==> config.mk <==
export PLATFORM = sky130hd
export DESIGN_NAME = rst_seq_ctrl
export DESIGN_NICKNAME = d
export VERILOG_FILES = /design/src/rtl/clk_rst_pkg.sv /design/src/rtl/us_tick_cnt.sv /design/src/rtl/rst_seq_ctrl.sv
export SDC_FILE = /design/constraint.sdc
export NUM_CORES = 1
export LEC_CHECK = 0
export CAP_MARGIN = 15
export CORE_MARGIN = 2
export CORE_UTILIZATION = 49
export CTS_CLUSTER_DIAMETER = 150
export CTS_CLUSTER_SIZE = 30
export DETAILED_ROUTE_END_ITERATION = 10
export GPL_ROUTABILITY_DRIVEN = 0
export HOLD_SLACK_MARGIN = 0.05
export PLACE_DENSITY = 0.73
export SYNTH_ARGS = -nofsm -noshare
export SYNTH_HDL_FRONTEND = slang
export SYNTH_SLANG_ARGS = --single-unit
==> constraint.sdc <==
create_clock -name clk_sys -period 2.5 [get_ports clk_sys]
set_input_delay 0.5 -clock clk_sys [delete_from_list [all_inputs] [get_ports clk_sys]]
set_output_delay 0.5 -clock clk_sys [all_outputs]
set_load 0.01 [all_outputs]
==> src/rtl/clk_rst_pkg.sv <==
// rtl/clk_rst_pkg.sv - shared state encodings for the reset sequencer
package clk_rst_pkg;

   localparam int SEQ_ST_W = 3;

   typedef enum logic [SEQ_ST_W-1:0] {
      ST_WAIT_LOCK = 3'd0,
      ST_STABLE    = 3'd1,
      ST_CORE      = 3'd2,
      ST_PERIPH    = 3'd3,
      ST_RUN       = 3'd4,
      ST_SOFT_HOLD = 3'd5
   } seq_st_e;

endpackage

==> src/rtl/us_tick_cnt.sv <==
// rtl/us_tick_cnt.sv - microsecond pulse counter with terminal-count hit
module us_tick_cnt #(
   parameter int CNT_W = 16
) (
   input  logic             clk_sys,
   input  logic             rst_n,
   input  logic             clr,
   input  logic             pluse_us,
   input  logic [CNT_W-1:0] target,
   output logic             hit
);

   logic [CNT_W-1:0] count;

   always_ff @(posedge clk_sys) begin
      if (!rst_n || clr) begin
         count <= '0;
      end else if (pluse_us) begin
         count <= count + CNT_W'(1);
      end
   end

   // hit fires on the pulse that completes the target, so the owner leaves on that edge
   assign hit = (target == '0) || (pluse_us && (count == target - CNT_W'(1)));

endmodule

==> src/rtl/rst_seq_ctrl.sv <==
// rtl/rst_seq_ctrl.sv - PLL-qualified ordered release of core, periph and io resets
module rst_seq_ctrl
   import clk_rst_pkg::*;
#(
   parameter int LOCK_WAIT_US = 100,
   parameter int STAGE_GAP_US = 10,
   parameter int SOFT_HOLD_US = 5,
   parameter int CNT_W        = 16
) (
   input  logic                clk_sys,
   input  logic                rst_n,
   input  logic                pluse_us,
   input  logic                pll_locked,
   input  logic                soft_rst_req,
   output logic                rst_n_core,
   output logic                rst_n_periph,
   output logic                rst_n_io,
   output logic                seq_done,
   output logic [SEQ_ST_W-1:0] seq_state
);

   seq_st_e          state_q;
   seq_st_e          state_d;
   logic             hit;
   logic             cnt_clr;
   logic             counting;
   logic [CNT_W-1:0] target;

   always_comb begin
      target   = '0;
      counting = 1'b1;
      case (state_q)
         ST_STABLE:    target = CNT_W'(LOCK_WAIT_US);
         ST_CORE:      target = CNT_W'(STAGE_GAP_US);
         ST_PERIPH:    target = CNT_W'(STAGE_GAP_US);
         ST_SOFT_HOLD: target = CNT_W'(SOFT_HOLD_US);
         default:      counting = 1'b0;
      endcase
   end

   assign cnt_clr = (state_d != state_q) || !counting;

   us_tick_cnt #(
      .CNT_W (CNT_W)
   ) u_tick (
      .clk_sys  (clk_sys),
      .rst_n    (rst_n),
      .clr      (cnt_clr),
      .pluse_us (pluse_us),
      .target   (target),
      .hit      (hit)
   );

   always_comb begin
      state_d = state_q;
      case (state_q)
         ST_WAIT_LOCK: if (pll_locked)   state_d = ST_STABLE;
         ST_STABLE:    if (hit)          state_d = ST_CORE;
         ST_CORE:      if (hit)          state_d = ST_PERIPH;
         ST_PERIPH:    if (hit)          state_d = ST_RUN;
         ST_RUN:       if (soft_rst_req) state_d = ST_SOFT_HOLD;
         ST_SOFT_HOLD: if (hit)          state_d = ST_STABLE;
         default:                        state_d = ST_WAIT_LOCK;
      endcase
      // lock loss overrides soft requests and counter expiry alike
      if (!pll_locked) begin
         state_d = ST_WAIT_LOCK;
      end
   end

   always_ff @(posedge clk_sys) begin
      if (!rst_n) begin
         state_q      <= ST_WAIT_LOCK;
         rst_n_core   <= 1'b0;
         rst_n_periph <= 1'b0;
         rst_n_io     <= 1'b0;
         seq_done     <= 1'b0;
         seq_state    <= '0;
      end else begin
         state_q      <= state_d;
         rst_n_core   <= (state_d == ST_CORE) || (state_d == ST_PERIPH) || (state_d == ST_RUN);
         rst_n_periph <= (state_d == ST_PERIPH) || (state_d == ST_RUN);
         rst_n_io     <= (state_d == ST_RUN);
         seq_done     <= (state_d == ST_RUN);
         seq_state    <= state_d;
      end
   end

endmodule
==> run metrics, run 1 <==
element type at the critical path start flip-flop; average size of a mapped cell 9.01 µm²; outcome finished, final reports clean; sequential share of the synthesized area 0.373; predominant post-synthesis flop cell dfxtp_1; Slew Viols, Final 0; Root Buffer clkbuf_4; worst r2r src state_q[1]$_SDFF_PN0_; Reg2Reg Depth 8; Worst slew margin 0.777; P per Cell Area 474 nW/µm²; H-tree depth 1; met1 Track Usage GR 0.261; crit path DAT 2.50 ns; global-route wire length before repair 4.15 mm; initial antenna violation count 0; number of placed I/O pins 12; dpl cells 172; RSZ-0062 raised after global routing no; largest net degree at the start of global routing 17; gr busiest metal met2; Worst Tran Pin Value 0.335 ns; Max FO, Critical Path 5; nets@finish 156; FF+latch area 440 µm²; buffers added on ports 11; YS warnings 0; critical path capture point type flip-flop; CTS clk-pin slew, worst paths 0.14 ns; grt total ovfl 0; layout cells sized above 1 0.149; r2r setup slk 0.22 ns; hold path start u_tick.count[14]$_SDFFE_PP0P_; Post-route DRC 0; P_leak 0.000481 µW; total negative setup slack 0 ns; EDFF count, synth 0; ant diodes 0; fin crit share 0.911; final setup fails 0; first-pass detailed-route iteration total 4; Vias 975; synthesized area 1180 µm²; Post-Layout Cell Count 176; FP Rows 17; Worst Hold Endpoint u_tick.count[14]$_SDFFE_PP0P_; Mapped Cells 131; CTS tree done; CTS buffer count 3; DP Wirelength 1.77 mm; Die Ht 53.1 µm; Min Hold Slack 0.571 ns; P&R area growth vs syn 18.5%; pre-CTS WS 0.158 ns; Total Routing Usage GR 0.200; worst path required time 2.73 ns; Starting Density 0.523; postcts setup bufs 0; Fin. Hold Viols 0; Async S/R FF share, synth 0; crit path launch state_q[1]$_SDFF_PN0_; fmax 439 MHz; CTS max path bufs 2; syn_nets 138; CTS sink count 22; Synth Register Bits 22; Final Skew 0.0165 ns; met2 Track Usage GR 0.331; HP Class flip-flop to flip-flop; maximum vdd drop 0.000517 V; vias in the first global route 939; R2R Path End state_q[1]$_SDFF_PN0_; vias per std cell 5.54; critical path class flip-flop to flip-flop; core area 2250 µm²; final WL 2.37 mm; die width 53.1 µm; Distinct cells, synth 37; area of the die 2820 µm²; initial detailed-routing violation count 10; fill cell total of the finished layout 206; Period minus WS final 2.28 ns; Hold Path Depth 2; antenna-violating nets left 0; grt met3 use 0.0508; Worst-Skew Late Latency 0.32 ns; Max-Cap Viols 0; Worst Slack Setup Final 0.223 ns; area of the multi-input gates 683 µm²; Routed wire per std cell 13.4 µm
metal layers:
metal	routed length, µm	up-vias
met3	54	2
met4	12	0
li1	-	490
met5	0	-
met1	1150	474
met2	1150	9
what timing repair did:
action	CTS	global route
endpoints found under the hold margin	0	0
gates resized for setup	0	3
setup endpoints to repair	0	21
hold buffers	0	0
cell usage after synthesis, types with 2 or more instances:
| library cell | instances | area (µm²) |
|---|---|---|
| ha_1 | 2 | 25.0 |
| xnor2_1 | 6 | 52.6 |
| o21ai_0 | 3 | 15.0 |
| and3_1 | 3 | 18.8 |
| dfxtp_1 | 22 | 440 |
| nand3_1 | 4 | 20.0 |
| xor2_1 | 11 | 96.3 |
| a211o_1 | 2 | 17.5 |
| nand2b_1 | 3 | 18.8 |
| mux2i_1 | 2 | 20.0 |
| and4_1 | 2 | 17.5 |
| nor2_1 | 24 | 90.1 |
| nand4_1 | 8 | 50.1 |
| nand2_1 | 10 | 37.5 |
| buf_6 | 3 | 33.8 |
| nor3_1 | 4 | 20.0 |
| buf_4 | 2 | 15.0 |
logic make-up (layout without fill, tap and decap cells):
group           after synthesis  after routing  synth area share
simple gates                 67             67             0.285
flops                        22             22             0.373
xor+xnor                     17             17             0.126
compound gates               12             12            0.0933
buf+inv                       7             24            0.0615
mux                           4              4            0.0392
fa+ha+maj                     2              2            0.0212
metrics by stage:
| step | utilization | instance area (µm²) | power [µW] |
|---|---|---|---|
| 2_1_floorplan | - | 1180 | 382 |
| 3_3_place_gp | 0.589 | 1330 | 392 |
| 3_5_place_dp | 0.589 | 1330 | 393 |
| 4_1_cts | 0.613 | 1380 | 663 |
| 5_1_grt | 0.620 | 1400 | 684 |
| 6_report | 0.620 | 1400 | 662 |
worst max-delay path by stage:
stage / endpoint / slack [ns]
global placement: state_q[1]$_SDFF_PN0_ / 0.24
global route: rst_n_periph$_SDFF_PN0_ / 0.04
CTS: state_q[0]$_SDFF_PN0_ / 0.13
floorplan: u_tick.count[0]$_SDFFE_PP0P_ / 0.1
detailed placement: state_q[0]$_SDFF_PN0_ / 0.16
finish: state_q[1]$_SDFF_PN0_ / 0.22
critical path: stages (launching register included):
cell and delay [ns]:
dfxtp_1 0.37, nand3b_1 0.21, ha_1 0.26, xnor2_2 0.16, mux2i_1 0.10, a211o_1 0.27
a2111oi_4 0.35, nand2_2 0.14, mux2_4 0.32
sequential cells by signal (all words and copies together) (netlist names):
register / flops
u_tick.count: 16
rst_n_periph: 1
rst_n_core: 1
seq_done: 1
state_q: 3
cells in the final DEF (no fill, tap or decap), types with 2 or more instances in the layout:
cell / netlist / layout
nor2_1: 24 / 24
dfxtp_1: 22 / 22
xor2_1: 11 / 11
clkdlybuf4s50_1: 0 / 11
nand2_1: 10 / 10
nand4_1: 8 / 8
buf_4: 2 / 7
xnor2_1: 6 / 5
nor3_1: 4 / 4
nand3_1: 4 / 4
nand2b_1: 3 / 3
and3_1: 3 / 3
o21ai_0: 3 / 3
clkbuf_4: 0 / 3
a211o_1: 2 / 2
mux2i_1: 2 / 2
and4_1: 2 / 2
ha_1: 2 / 2
area by class of cell:
type / instances / share of cell area
multi-input cells: 102 / 0.489
flip-flops and latches: 22 / 0.315
repair buffers: 19 / 0.131
well taps: 28 / 0.0251
clock inverters: 1 / 0.0215
clock buffers: 3 / 0.0161
inverters: 1 / 0.00269
where the power goes:
part           internal (µW)  switching, µW  total (µW)  leakage (µW)
registers                352           1.23         353      0.000177
clock network            162            114         276     0.0000279
logic                   17.2           16.0        33.2      0.000275
total                    531            131         662      0.000481
(Power assumes the default switching activity.)
==> run 2, diff against run 1 <==
Settings changed: CORE_UTILIZATION 49 to 35, PLACE_DENSITY 0.73 to not set.
==> run metrics, run 2 (synthesis results as in run 1) <==
outcome finished, final reports clean (unchanged); largest registers u_tick.count (16), state_q (3) (unchanged); antenna-violating nets left 0 (unchanged); Routed wire per std cell 11.1 µm (was 13.4 µm); Max FO, Critical Path 10 (was 5); Starting Density 0.359 (was 0.523); Switching Power 126 µW (was 131 µW); grt total ovfl 0 (unchanged); Worst Tran Pin Value 0.330 ns (was 0.335 ns); Vias 974 (was 975); worst r2r src state_q[1]$_SDFF_PN0_ (unchanged); combinational power share 0.047 (was 0.050); dpl cells 191 (was 172); buffers added on ports 11 (unchanged); slowest stage delay, CP 0.39 ns (was 0.37 ns); CTS buffer count 3 (unchanged); layout cells sized above 1 0.141 (was 0.149); HP Class flip-flop to flip-flop (unchanged); Worst Hold Endpoint u_tick.count[10]$_SDFFE_PP0P_ (was u_tick.count[14]$_SDFFE_PP0P_); critical path class flip-flop to flip-flop (unchanged); DP Wirelength 1.72 mm (was 1.77 mm); CTS sink count 22 (unchanged); fin crit share 0.903 (was 0.911); H-tree depth 1 (unchanged); Post-Layout Cell Count 195 (was 176); total negative setup slack 0 ns (unchanged); FP Rows 21 (was 17); # hold bufs at CTS 0 (unchanged); number of placed I/O pins 12 (unchanged); vias in the first global route 855 (was 939); largest net degree at the start of global routing 14 (was 17); Power Total 655 µW (was 662 µW); Worst-Skew Late Latency 0.31 ns (was 0.32 ns); CTS clk-pin slew, worst paths 0.13 ns (was 0.14 ns); Die Ht 62.1 µm (was 53.1 µm); first-pass detailed-route iteration total 4 (unchanged); Pint 530 µW (was 531 µW); CTS tree done (unchanged); Clk pwr share 0.414 (was 0.417); Reg2Reg Depth 9 (was 8); crit path DAT 2.47 ns (was 2.50 ns); P&R area growth vs syn 19.2% (was 18.5%); CP max stage cell a2111oi_4 (was dfxtp_1); CTS max path bufs 2 (unchanged); Slew Viols, Final 0 (unchanged); register name with the most flops u_tick.count (unchanged); critical path capture point type flip-flop (unchanged); postcts setup bufs 0 (unchanged); Max-Cap Viols 0 (unchanged); crit path cell chain nand3b_1 > ha_1 > xnor2_2 > mux2i_1 > a211o_1 > a2111oi_4 > or3b_1 > buf_4 > nor2_1 (was nand3b_1 > ha_1 > xnor2_2 > mux2i_1 > a211o_1 > a2111oi_4 > nand2_2 > mux2_4); placed cell area 1350 µm² (was 1330 µm²); RSZ-0062 raised after global routing no (unchanged); nets@finish 157 (was 156); initial detailed-routing violation count 23 (was 10); Worst slew margin 0.780 (was 0.777); commonest non-fill, non-tap cell in the layout nor2_1 (unchanged); Fin. Hold Viols 0 (unchanged); P per Cell Area 466 nW/µm² (was 474 nW/µm²); Post-route DRC 0 (unchanged); element type at the critical path start flip-flop (unchanged); Seq pwr share 0.539 (was 0.533); Root Buffer clkbuf_4 (unchanged); core area 3280 µm² (was 2250 µm²); post-CTS sizing 0 (unchanged); Min Hold Slack 0.556 ns (was 0.571 ns); global-route wire length before repair 3.59 mm (was 4.15 mm); ant diodes 0 (unchanged); initial antenna violation count 0 (unchanged); P_leak 0.000477 µW (was 0.000481 µW); fmax 443 MHz (was 439 MHz); final setup fails 0 (unchanged); R2R Path End u_tick.count[6]$_SDFFE_PP0P_ (was state_q[1]$_SDFF_PN0_); Final Skew 0.00487 ns (was 0.0165 ns); most frequent cells in the layout 24 x nor2_1, 22 x dfxtp_1, 11 x xor2_1, 11 x clkdlybuf4s50_1, 10 x nand2_1 (unchanged); maximum vdd drop 0.000233 V (was 0.000517 V); die width 62.1 µm (was 53.1 µm); Crit path max-delay family compound AO/OA/AOI/OAI gates (unchanged); design area 1410 µm² (was 1400 µm²); Hold Path Depth 2 (unchanged); r2r setup slk 0.24 ns (was 0.22 ns); vias per std cell 4.99 (was 5.54); hold path start u_tick.count[10]$_SDFFE_PP0P_ (was u_tick.count[14]$_SDFFE_PP0P_); Period minus WS final 2.26 ns (was 2.28 ns); final WL 2.16 mm (was 2.37 mm); area of the die 3850 µm² (was 2820 µm²); Total Routing Usage GR 0.125 (was 0.200); WP buf/inv 1 (was 0); max reg flops 16 (unchanged); Net Sw Frac 0.192 (was 0.198); worst path required time 2.72 ns (was 2.73 ns)
==> run 2: cell count changes in the layout (fill, tap and decap cells not counted) <==
cell,previous run,this run
buf_4,7,9
or3b_4,1,0
buf_12,1,0
a221oi_2,1,0
a221oi_1,0,1
or3b_1,0,1
==> run 2: tightest hold or removal path: stages (launching register included) <==
cell     delay [ns]
dfxtp_1        0.38
xor2_1         0.08
nor2_1         0.07
==> run 2: through the flow <==
step	utilization	worst slack [ns]
after floorplan	-	0.0955
after global placement	0.410	0.220
after detailed placement	0.410	0.200
after CTS	0.426	0.180
after global routing	0.428	0.0923
final	0.428	0.242
==> run 2: final cells by class <==
type                    instances  area (µm²)
multi-input cells             102         674
clock buffers                   3        22.5
clock inverters                 1        30.0
inverters                       1        3.75
well taps                      46        57.6
fillers                       343        1880
repair buffers                 20         178
flip-flops and latches         22         440
==> run 2: worst max-delay path by stage <==
stage                           from                            end  depth (start not counted)
6_report       state_q[1]$_SDFF_PN0_   u_tick.count[6]$_SDFFE_PP0P_                          9
3_3_place_gp                pluse_us  u_tick.count[14]$_SDFFE_PP0P_                          7
3_5_place_dp                pluse_us  u_tick.count[11]$_SDFFE_PP0P_                          7
4_1_cts        state_q[1]$_SDFF_PN0_          state_q[1]$_SDFF_PN0_                          8
5_1_grt        state_q[1]$_SDFF_PN0_   u_tick.count[6]$_SDFFE_PP0P_                          9
2_1_floorplan  state_q[0]$_SDFF_PN0_   u_tick.count[0]$_SDFFE_PP0P_                         11
==> run 2: power groups by stage <==
stage               Combinational, µW  Clock (µW)  Sequential, µW
floorplan                        20.6           0             361
global placement                 30.5           0             361
detailed placement               31.3           0             361
CTS                              31.3         279             353
global route                     33.8         297             353
finish                           31.0         271             353
==> run 2: layer usage <==
layer | share of wire | GRT usage
met3 | 0.025 | 0.0311
met4 | 0.0051 | 0.0274
met1 | 0.46 | 0.150
met5 | 0 | 0
met2 | 0.51 | 0.223
